===== config.mk =====
export PLATFORM = sky130hd
export DESIGN_NAME = gate_alu_pipe
export DESIGN_NICKNAME = d
export VERILOG_FILES = /design/src/rtl/gate_alu_pipe.sv
export SDC_FILE = /design/constraint.sdc
export NUM_CORES = 1
export LEC_CHECK = 0
export ABC_AREA = 1
export BUFFER_PORTS_ARGS = -buffer_cell sky130_fd_sc_hd__buf_2
export CAP_MARGIN = 20
export CORE_ASPECT_RATIO = 1.4
export CORE_UTILIZATION = 35
export CTS_BUF_LIST = sky130_fd_sc_hd__clkbuf_4
export DETAILED_ROUTE_END_ITERATION = 10
export GPL_ROUTABILITY_DRIVEN = 0
export GPL_TIMING_DRIVEN = 0
export SLEW_MARGIN = 20
export SYNTH_ARGS = -nofsm -noshare
export SYNTH_HDL_FRONTEND = slang
export SYNTH_SLANG_ARGS = --single-unit

===== constraint.sdc =====
create_clock -name clk -period 2.6 [get_ports clk]
set_input_delay 0.13 -clock clk [delete_from_list [all_inputs] [get_ports clk]]
set_output_delay 0.13 -clock clk [all_outputs]
set_load 0.05 [all_outputs]

===== src/rtl/gate_alu_pipe.sv =====
`default_nettype none
// ============================================================================
// Module   : gate_alu_pipe
// Purpose  : Two-stage valid/ready pipeline applying one of eight bitwise
//            logic operations to WIDTH-bit operands. It produces zero, ones
//            and parity flags. In accumulate mode the previous result is
//            chained in as operand A.
// Ports    : clk, rst_n (async, active low), flush (sync clear)
//            in_valid/in_ready/in_op/in_acc/in_a/in_b : command side
//            out_valid/out_ready/out_result/out_zero/out_ones/out_parity
//                                                     : result side
// Revision : 1.0 - initial release
// ============================================================================
module gate_alu_pipe #(
    parameter int WIDTH = 8
) (
    input  logic             clk,
    input  logic             rst_n,
    input  logic             flush,
    input  logic             in_valid,
    output logic             in_ready,
    input  logic [2:0]       in_op,
    input  logic             in_acc,
    input  logic [WIDTH-1:0] in_a,
    input  logic [WIDTH-1:0] in_b,
    output logic             out_valid,
    input  logic             out_ready,
    output logic [WIDTH-1:0] out_result,
    output logic             out_zero,
    output logic             out_ones,
    output logic             out_parity
);

    localparam logic [2:0] c_op_not_a = 3'd0;
    localparam logic [2:0] c_op_not_b = 3'd1;
    localparam logic [2:0] c_op_and   = 3'd2;
    localparam logic [2:0] c_op_or    = 3'd3;
    localparam logic [2:0] c_op_xor   = 3'd4;
    localparam logic [2:0] c_op_nand  = 3'd5;
    localparam logic [2:0] c_op_nor   = 3'd6;
    localparam logic [2:0] c_op_xnor  = 3'd7;

    // Stage 1: captured command
    logic             r_s1_valid;
    logic [2:0]       r_s1_op;
    logic             r_s1_acc;
    logic [WIDTH-1:0] r_s1_a;
    logic [WIDTH-1:0] r_s1_b;

    // Stage 2: result register (also the accumulator) and its flags
    logic             r_s2_valid;
    logic [WIDTH-1:0] r_result;
    logic             r_zero;
    logic             r_ones;
    logic             r_parity;

    logic             w_ready_s2;
    logic             w_accept;
    logic             w_load_s2;
    logic             w_drain;
    logic [WIDTH-1:0] w_opa;
    logic [WIDTH-1:0] w_res;

    // Combinational ready chain. Flush forces in_ready low, which also
    // drops any command presented in the flush cycle.
    assign w_ready_s2 = !r_s2_valid || out_ready;
    assign in_ready   = !flush && (!r_s1_valid || w_ready_s2);
    assign w_accept   = in_valid && in_ready;
    assign w_load_s2  = !flush && r_s1_valid && w_ready_s2;
    assign w_drain    = r_s2_valid && out_ready;

    // Operand A comes from the result register when accumulating. Because
    // the computation happens at stage-2 load, the value used is always the
    // result of the immediately preceding command, so back-to-back
    // accumulates chain without a bubble.
    assign w_opa = r_s1_acc ? r_result : r_s1_a;

    always_comb begin
        w_res = '0;
        case (r_s1_op)
            c_op_not_a: w_res = ~w_opa;
            c_op_not_b: w_res = ~r_s1_b;
            c_op_and:   w_res = w_opa & r_s1_b;
            c_op_or:    w_res = w_opa | r_s1_b;
            c_op_xor:   w_res = w_opa ^ r_s1_b;
            c_op_nand:  w_res = ~(w_opa & r_s1_b);
            c_op_nor:   w_res = ~(w_opa | r_s1_b);
            c_op_xnor:  w_res = ~(w_opa ^ r_s1_b);
            default:    w_res = '0;
        endcase
    end

    // Stage 1 register
    always_ff @(posedge clk or negedge rst_n) begin
        if (!rst_n) begin
            r_s1_valid <= 1'b0;
            r_s1_op    <= 3'd0;
            r_s1_acc   <= 1'b0;
            r_s1_a     <= '0;
            r_s1_b     <= '0;
        end else if (flush) begin
            r_s1_valid <= 1'b0;
        end else begin
            if (w_accept) begin
                r_s1_valid <= 1'b1;
                r_s1_op    <= in_op;
                r_s1_acc   <= in_acc;
                r_s1_a     <= in_a;
                r_s1_b     <= in_b;
            end else if (w_load_s2) begin
                r_s1_valid <= 1'b0;
            end
        end
    end

    // Stage 2 register. The flags are registered with the result so they
    // always describe the value currently being presented.
    always_ff @(posedge clk or negedge rst_n) begin
        if (!rst_n) begin
            r_s2_valid <= 1'b0;
            r_result   <= '0;
            r_zero     <= 1'b1;
            r_ones     <= 1'b0;
            r_parity   <= 1'b0;
        end else if (flush) begin
            r_s2_valid <= 1'b0;
            r_result   <= '0;
            r_zero     <= 1'b1;
            r_ones     <= 1'b0;
            r_parity   <= 1'b0;
        end else if (w_load_s2) begin
            r_s2_valid <= 1'b1;
            r_result   <= w_res;
            r_zero     <= ~|w_res;
            r_ones     <= &w_res;
            r_parity   <= ^w_res;
        end else if (w_drain) begin
            r_s2_valid <= 1'b0;
        end
    end

    assign out_valid  = r_s2_valid;
    assign out_result = r_result;
    assign out_zero   = r_zero;
    assign out_ones   = r_ones;
    assign out_parity = r_parity;

endmodule
`default_nettype wire


Yosys cells after proc, flatten, opt, wreduce, memory -nomap -nowiden
Index checks and enable logic that the tools add are counted.
W data, S select, Z words.
Word-level totals
  register bits: 33
  input bits: 25
  output and inout port bits: 13
  word-level logic and storage cells: 61
Cells by class
  equal/unequal tests: 7
  multiplexer cells: 16
  bitwise gates (word level): 9
  reductions and logical operators: 19
Operators with widths (count)
  $pmux W8 S8: 1
  $not A8 Y8: 5
  $mux W8: 3
  $eq A3 B3 Y1 const B: 4
  $mux W1: 12
  $and A8 B8 Y8: 1
  $or A8 B8 Y8: 1
  $reduce_and A8 Y1: 1
  $reduce_or A8 Y1: 1
  $reduce_xor A8 Y1: 1
  $xor A8 B8 Y8: 1
  $eq A3 B2 Y1 const B: 2
  $reduce_bool A3 Y1: 2
  $logic_and A1 B1 Y1: 5
  $logic_not A1 Y1: 4
  $eq A3 B1 Y1 const B: 1
  $logic_not A3 Y1: 1
  $logic_or A1 B1 Y1: 2
  $reduce_and A2 Y1: 1
  $reduce_bool A2 Y1: 1
  $not A1 Y1: 1

Logic depth before layout (Yosys ltp)
Gate-level depths: netlist (run 1).
  depth in word-level cells: 8
  gate-level depth with buffers: 17
  depth with buffers taken out: 17

Least setup slack after synthesis (run 1)
OpenSTA, ideal clock, no wires.
  path kind: register to register
  from: register r_result[1] (netlist: out_result[1])
  to: register r_parity (netlist: out_parity)
  setup time: 127 ps
  data arrival time: 2312 ps
  data required time: 2473 ps
  slack: 161 ps
  cell stages (with the launch flop): 17
  buffers on the path: 0
  period minus slack after synthesis: 2439 ps
  cell sequence: dfrtp_1 -> inv_1 -> nand2_1 -> o21a_1 -> inv_1 -> ha_1 -> o21ai_0 -> inv_1 -> nor2_1 -> nand2_1 -> nand2_1 -> inv_1 -> ha_1 -> xnor2_1 -> nand2_1 -> nand2_1 -> o21ai_0
On the way
  cells in the longest elaborated chain, start to end: 7
  elaborated cells between the ends (all ways): 12
  those cells by class: mux: 4; bitwise: 7; reduce/logical: 1
Ends and longest elaborated chain
  start, declared: line 52  | logic [WIDTH-1:0] r_result;
  start signal, assigned: line 133  | r_result <= w_res;
  $mux W8 *: line 76  | assign w_opa = r_s1_acc ? r_result : r_s1_a;
  $xor A8 B8 Y8, or another cell as far along: line 85, 88
  $not A8 Y8, on equally long branches: line 88, 86, 87
  $pmux W8 S8 *: line 80  | case (r_s1_op)
  $reduce_xor A8 Y1 *: line 136  | r_parity <= ^w_res;
  $mux W1 *: line 131  | end else if (w_load_s2) begin
  $mux W1 *: line 125  | end else if (flush) begin
  end signal, assigned: line 136
  end, declared: line 55  | logic r_parity;
Mark *: on every way between the ends. The rest lies on a longest branch, timed or not. The select of a mux whose other input is x is not followed.
A chain may end at the register's enable or synchronous reset.

Final worst setup path (run 1)
  from: register r_s1_acc
  to: register r_parity (netlist: out_parity)
On the way
  cells in the longest elaborated chain, start to end: 7
  elaborated cells between the ends (all ways): 12
  those cells by class: mux: 4; bitwise: 7; reduce/logical: 1
Ends and longest elaborated chain
  start, declared: line 46  | logic r_s1_acc;
  start signal, assigned: line 107  | r_s1_acc <= in_acc;
  $mux W8 *: line 76
  $xor A8 B8 Y8, or another cell as far along: line 85, 88
  $not A8 Y8, on equally long branches: line 88, 86, 87
  $pmux W8 S8 *: line 80
  $reduce_xor A8 Y1 *: line 136
  $mux W1 *: line 131
  $mux W1 *: line 125
Marked as above.

==> results of run 1 <==
[timing repair]
action / in CTS / in global routing
buffers inserted: 2 / 2
hold buffers: 1 / 0
pin swaps: 0 / 2
hold endpoints to repair: 32 / 0
setup endpoints to repair: 1 / 1
resized for setup: 2 / 15
[placed cells by master, fill, tap and decap left out, drive strengths merged]
cell and instances:
inv 71, clkinv 1, o21ai 14, ha 24
o21a 3, a21oi 13, nand3 25, xnor2 2
nand4 26, nor3 1, dfrtp 32, dlygate4sd3 1
o31ai 2, nand2 117, dfstp 1, clkbuf 9
nor2 35, buf 53
[worst max-delay path: cells and delay by family, from the launching register on]
family / cells / cell delay, ps
fa+ha+maj: 2 / 600
simple gates: 6 / 500
flops: 1 / 410
compound gates: 3 / 390
buf+inv: 4 / 330
xor+xnor: 1 / 180
[final timing paths]
| kind | endpoint | slack, ps | depth (start not counted) |
|---|---|---|---|
| setup / recovery | out_parity | 120 | 16 |
| hold / removal | r_s1_b[0] | 10 | 3 |
| setup reg to reg | out_parity | 120 | 16 |
| hold reg to reg | r_s1_a[1] | 480 | 2 |
| max in group asynchronous | r_s1_acc | 1660 | 2 |
| min in group asynchronous | out_result[7] | 370 | 2 |
[routing by layer]
metal | vias to the layer above | routed length (um)
met5 | - | 0
met4 | 0 | 125
met3 | 9 | 272
met2 | 61 | 3540
met1 | 1125 | 2840
li1 | 1293 | -
[through the flow]
stage	setup slack, ps	area [um2]
after floorplan	161	2570
after global placement	-76.0	2870
after detailed placement	-106	2870
after CTS	45.4	2960
after global routing	4.89	3000
final	121	3000
[final cells by class]
cell class / instances / area (um2) / share of cell area, %
Inverter: 71 / 269 / 8.97
Timing Repair Buffer: 40 / 215 / 7.18
Clock inverter: 1 / 3.75 / 0.125
Multi-Input combinational cell: 262 / 1420 / 47.2
Sequential cell: 33 / 828 / 27.6
Tap cell: 95 / 119 / 3.96
Buffer: 16 / 96.3 / 3.21
Clock buffer: 7 / 52.6 / 1.75
[cells by family (layout without fill, tap and decap cells)]
logic type,count (synthesis),after routing,synth area share (%)
buf+inv,87,135,14.2
simple gates,204,204,34.6
compound gates,32,32,6.71
xor+xnor,2,2,0.681
fa+ha+maj,24,24,11.7
flops,33,33,32.1
[power breakdown]
group,internal [W],leakage (nW),total (W),switching [W]
combinational,0.000358,1.34,0.000995,0.000637
sequential,0.000580,0.404,0.000619,0.0000392
clock,0.000125,0.0338,0.000312,0.000187
total,0.00106,1.77,0.00193,0.000864
[flip-flops by register name, summed over array words and instances (netlist names)]
register / flops
out_result: 8
r_s1_a: 8
r_s1_valid: 1
r_s1_b: 8
out_valid: 1
out_ones: 1
r_s1_op: 3
out_zero: 1
r_s1_acc: 1
out_parity: 1
==> metrics.md, run 1 <==
| Metric | Value |
|---|---|
| Total CTS buffers | `5` |
| Port bufs | `35` |
| Final setup skew | `28.6 ps` |
| Post-synth top area share | `31.1%` |
| Synth async-reset ratio | `100%` |
| Final HPWL DP | `4.99 mm` |
| Synth Net Count | `431` |
| Total gr overflow | `0` |
| Cell Pwr Density | `642 nW/um2` |
| Critical path, cell by cell | `buf_4, nand2_1, o21a_1, inv_1, ha_1, o21ai_0, inv_1, nor2_1, nand2_1, nand2_2, inv_1, ha_1, xnor2_2, nand2_1, nand2_1, o21ai_1` |
| Worst min path class | `in -> reg` |
| DR vias | `2,488` |
| Status | `finished, final reports clean` |
| Num ports | `38` |
| Core box area | `7030 um2` |
| Post-synthesis sequential area ratio | `32.1%` |
| Die Y | `103 um` |
| Register bit total from synthesis | `33` |
| Commonest cells post-synth | `nand2_1, inv_1, dfrtp_1` |
| Worst slew pin tran | `772 ps` |
| Nets | `478` |
| CTS tree | `yes` |
| Fmax | `0.403 GHz` |
| Die area | `7710 um2` |
| Warnings, synthesis | `0` |
| Max transition margin | `48.6%` |
| Final core utilization | `42.7%` |
| Synthesized area | `2570 um2` |
| Min cycle time layout | `2480 ps` |
| Slowest stage delay, CP | `410 ps` |
| Top cells by area, synth | `dfrtp_1, nand2_1, ha_1` |
| Setup crit start kind | `flop` |
| CTS H-tree lvls | `2` |
| Most used cell, CP | `nand2_1` |
| Ys flop type | `dfrtp_1` |
| First-pass GRT wire length | `11.2 mm` |
| Final setup viols | `0` |
| Pin count of the biggest net entering global routing | `34` |
| CP Capture Type | `flop` |
| CP Data Arrival Time | `2710 ps` |
| Average wire per standard cell | `12.9 um` |
| Met2 usage | `35.2%` |
| Rows | `36` |
| Slew Viols, Final | `0` |
| Number of antenna violations at the first check in global routing | `0` |
| Num Clock Sinks | `33` |
| Filler cell count | `785` |
| HP Start | `in_b[0]` |
| Clk buf depth | `2` |
| Worst EP required | `2830 ps` |
| Initial Util | `36.6%` |
| Die Wd | `74.5 um` |
| Final Hold Fails | `0` |
| Leak pwr | `1.77 nW` |
| # DRC | `0` |
| DRT Wirelength | `6.77 mm` |
| Worst-path clk slew | `130 ps` |
| Number of diodes | `0` |
| VDD IR max | `0.000313 V` |
| Most Used Layer, Global Route | `met2` |
| Count leader, synth | `nand2_1` |
| Drt pass-1 iters | `4` |
| Final Non-Filler Cells | `525` |
| Netlist cell types | `22` |
| Clock latency on the worst-skew pair | `350 ps` |
| Detail-routed via count per cell | `4.74` |
| Max stage delay cell, worst path | `dfrtp_2` |
| Worst hold margin | `12.6 ps` |
| R2R Path Start | `r_s1_acc` |
| Drt initial violations | `130` |
| Final period util | `95.3%` |
| Max-cap violations | `0` |
| Syn_area_per_cell | `6.74 um2` |
| Dpl cells | `512` |
| Setup Total Neg Slack | `0 ps` |
| Mapped Cells | `382` |
| RSZ-0062 raised after global routing | `no` |
| Total power | `0.00193 W` |
| Met3 Use GR | `2.13%` |
| Remaining antenna violation count | `0` |
| Area added between synthesis and finish | `16.5%` |
| Kind of critical path | `reg -> reg` |
| Vias in the first global route | `2,383` |
| Layout cell share with drive strength beyond 1 | `18.4%` |
| Total track usage | `19.4%` |
| Critical path launch point | `r_s1_acc` |
| Met1 Use GR | `23.5%` |
| Largest area contributor in the netlist | `dfrtp_1` |
| Number of flops mapped to enable cells by yosys | `0` |
| CP Max Fanout | `10` |
| CTS root buf | `clkbuf_4` |
No activity file was read; power rests on OpenSTA's default activity.
==> run 2, diff against run 1 <==
--- a/config.mk
+++ b/config.mk
@@ -5,7 +5,6 @@
 export SDC_FILE = /design/constraint.sdc
 export NUM_CORES = 1
 export LEC_CHECK = 0
-export ABC_AREA = 1
 export BUFFER_PORTS_ARGS = -buffer_cell sky130_fd_sc_hd__buf_2
 export CAP_MARGIN = 20
 export CORE_ASPECT_RATIO = 1.4
==> run 2 against run 1 <==
Against the previous run:
- the flow now finishes with violations (setup timing)
- core utilization increased by 7.7 points
- via count decreased by 11%
- critical path depth decreased by 5
- clock power decreased by 7.1%
- die area decreased by 5.4%
- global-route usage decreased by 0.68 points
==> metrics.md, run 2 <==
| Metric | Value |
|---|---|
| Number of antenna violations at the first check in global routing | `0` |
| Die area | `7290 um2` |
| Final Hold Fails | `0` |
| Syn_area_per_cell | `9.65 um2` |
| VDD IR max | `0.000464 V` |
| Final core utilization | `50.4%` |
| Largest area contributor in the netlist | `dfrtp_1` |
| Final Non-Filler Cells | `431` |
| Worst hold margin | `8.31 ps` |
| Worst EP required | `2820 ps` |
| Min cycle time layout | `2620 ps` |
| Core box area | `6660 um2` |
| Num ports | `38` |
| CTS tree | `yes` |
| Layout cell share with drive strength beyond 1 | `35.1%` |
| Clock latency on the worst-skew pair | `350 ps` |
| Synthesized area | `2430 um2` |
| Worst slew pin tran | `887 ps` |
| Mapped Cells | `252` |
| DR vias | `2,216` |
| Status | `complete, but fails checks` |
| Multi-input gate area | `1630 um2` |
| Setup slack after placement | `-171 ps` |
| Final setup viols | `1` |
| Clock share of power | `12.6%` |
| CP Max Fanout | `6` |
| Slowest stage delay, CP | `390 ps` |
| Num Clock Sinks | `33` |
| Final period util | `101%` |
| Ys flop type | `dfrtp_1` |
| RSZ-0062 raised after global routing | `yes` |
| Die Wd | `72.5 um` |
| HP Start | `in_a[1]` |
| Register bit total from synthesis | `33` |
| CTS H-tree lvls | `2` |
| DRT Wirelength | `6.45 mm` |
| Critical path, cell by cell | `buf_6, mux2_4, inv_2, ha_4, a221o_1, o22a_1, a21oi_2, ha_1, xnor2_2, xnor2_1, o21ai_1` |
| Filler cell count | `664` |
| Synth async-reset ratio | `100%` |
| Count leader, synth | `dfrtp_1` |
| Nets | `387` |
| Average wire per standard cell | `15.0 um` |
| CP Capture Type | `flop` |
| Worst min path class | `in -> reg` |
| Number of diodes | `0` |
| Remaining antenna violation count | `0` |
| Switch share | `40.2%` |
| Commonest cells post-synth | `dfrtp_1, nand2_1, ha_1` |
| Cell Pwr Density | `688 nW/um2` |
| Number of flops mapped to enable cells by yosys | `0` |
| Reg power frac | `28.0%` |
| Fmax | `0.382 GHz` |
| Post-synth top area share | `32.9%` |
| Most common cell after layout, fill and taps aside | `buf_2` |
| Final setup skew | `19.0 ps` |
| CTS root buf | `clkbuf_4` |
| Detail-routed via count per cell | `5.14` |
| Port bufs | `36` |
| Combinational Power Share | `59.5%` |
| Drt pass-1 iters | `4` |
| # DRC | `0` |
| Total gr overflow | `0` |
| Area added between synthesis and finish | `38.0%` |
| Most frequent cells in the layout | `buf_2, dfrtp_1, nand2_1, buf_4` |
| Violated checks | `setup timing` |
| Warnings, synthesis | `0` |
| Rows | `35` |
| Netlist cell types | `44` |
| Vias in the first global route | `2,226` |
| P_sw | `0.000930 W` |
| Post-route setup slack | `-18.7 ps` |
| Seq. cell area | `828 um2` |
| CP Data Arrival Time | `2840 ps` |
| Die Y | `101 um` |
| Setup Total Neg Slack | `-18.7 ps` |
| Post-synthesis sequential area ratio | `34.0%` |
| First-pass GRT wire length | `10.5 mm` |
| Max-cap violations | `0` |
| P_int | `0.00138 W` |
| Slew Viols, Final | `0` |
| Critical path launch point | `r_s1_acc` |
| Total CTS buffers | `5` |
| Leak pwr | `1.58 nW` |
| Drt initial violations | `142` |
| Max stage delay cell, worst path | `dfrtp_1` |
| Max transition margin | `40.7%` |
| Final HPWL DP | `4.36 mm` |
| Top cells by area, synth | `dfrtp_1, ha_1, mux2_1` |
| Synth Net Count | `301` |
| Pin count of the biggest net entering global routing | `34` |
| Setup crit start kind | `flop` |
| Dpl cells | `380` |
| Total track usage | `18.7%` |
| Clk buf depth | `2` |
| Worst-path clk slew | `110 ps` |
| Initial Util | `36.5%` |
| Kind of critical path | `reg -> reg` |
| R2R Path Start | `r_s1_acc` |
[run 2: cell count changes after synthesis, sizes merged, moves of 5 or more]
cell,before,now
nand2,117,27
inv,71,21
mux2,0,28
nor2,35,10
nand4,26,2
nand3,25,4
nand2b,0,9
mux2i,0,8
a32o,0,5
[run 2: worst paths after layout]
path,to,slack [ps],depth (start not counted)
setup / recovery,out_parity,-20,11
hold / removal,r_s1_a[1],8,2
setup reg to reg,out_parity,-20,11
hold reg to reg,r_s1_a[5],500,1
max in group asynchronous,out_result[4],1710,2
min in group asynchronous,r_s1_b[4],360,2
[run 2: final cells by class]
type,count,share of cell area (%)
clock inverter,3,0.373
sequential,33,24.7
tap,92,3.43
clock buffer,5,1.12
inverter,21,2.35
timing repair buffer,79,17.0
buffer,14,2.57
multi-input combinational,184,48.5
[run 2: cell families (layout without fill, tap and decap cells)]
logic type	Yosys count	after routing	share of synthesized area, %
xor+xnor	3	3	1.08
compound gates	55	55	15.8
mux	36	36	16.6
flops	33	33	34.0
buf+inv	35	122	6.79
fa+ha+maj	24	24	12.3
simple gates	66	66	13.4
[run 2: metrics by stage]
stage          instance area (um2)  power [W]
6_report                      3360    0.00231
5_1_grt                       3360    0.00246
4_1_cts                       3200    0.00212
3_5_place_dp                  2730    0.00163
3_3_place_gp                  2730    0.00161
2_1_floorplan                 2430    0.00140
[run 2: timing repair]
item	4_1_cts	5_1_grt
resized for setup	21	18
setup endpoints to repair	1	2
pin swaps	18	17
endpoints found under the hold margin	51	0
buffers inserted	16	8
hold buffers	20	0
[run 2: worst max-delay path: cells and delay by family, from the launching register on]
| family | cells | cell delay (ps) |
|---|---|---|
| compound gates | 4 | 770 |
| fa+ha+maj | 2 | 460 |
| flops | 1 | 390 |
| xor+xnor | 2 | 330 |
| mux | 1 | 320 |
| buf+inv | 2 | 210 |
[run 2: power groups by stage]
stage	logic, W	clock network, W	registers (W)
5_1_grt	0.00149	0.000312	0.000658
2_1_floorplan	0.000678	0	0.000722
6_report	0.00137	0.000290	0.000646
3_5_place_dp	0.000971	0	0.000656
3_3_place_gp	0.000955	0	0.000653
4_1_cts	0.00118	0.000297	0.000648
[run 2: routing by layer]
metal,global-route usage [%],routed length [um]
met1,22.6,2810
met2,32.6,3300
met3,2.60,166
met4,8.45,172
met5,0,0
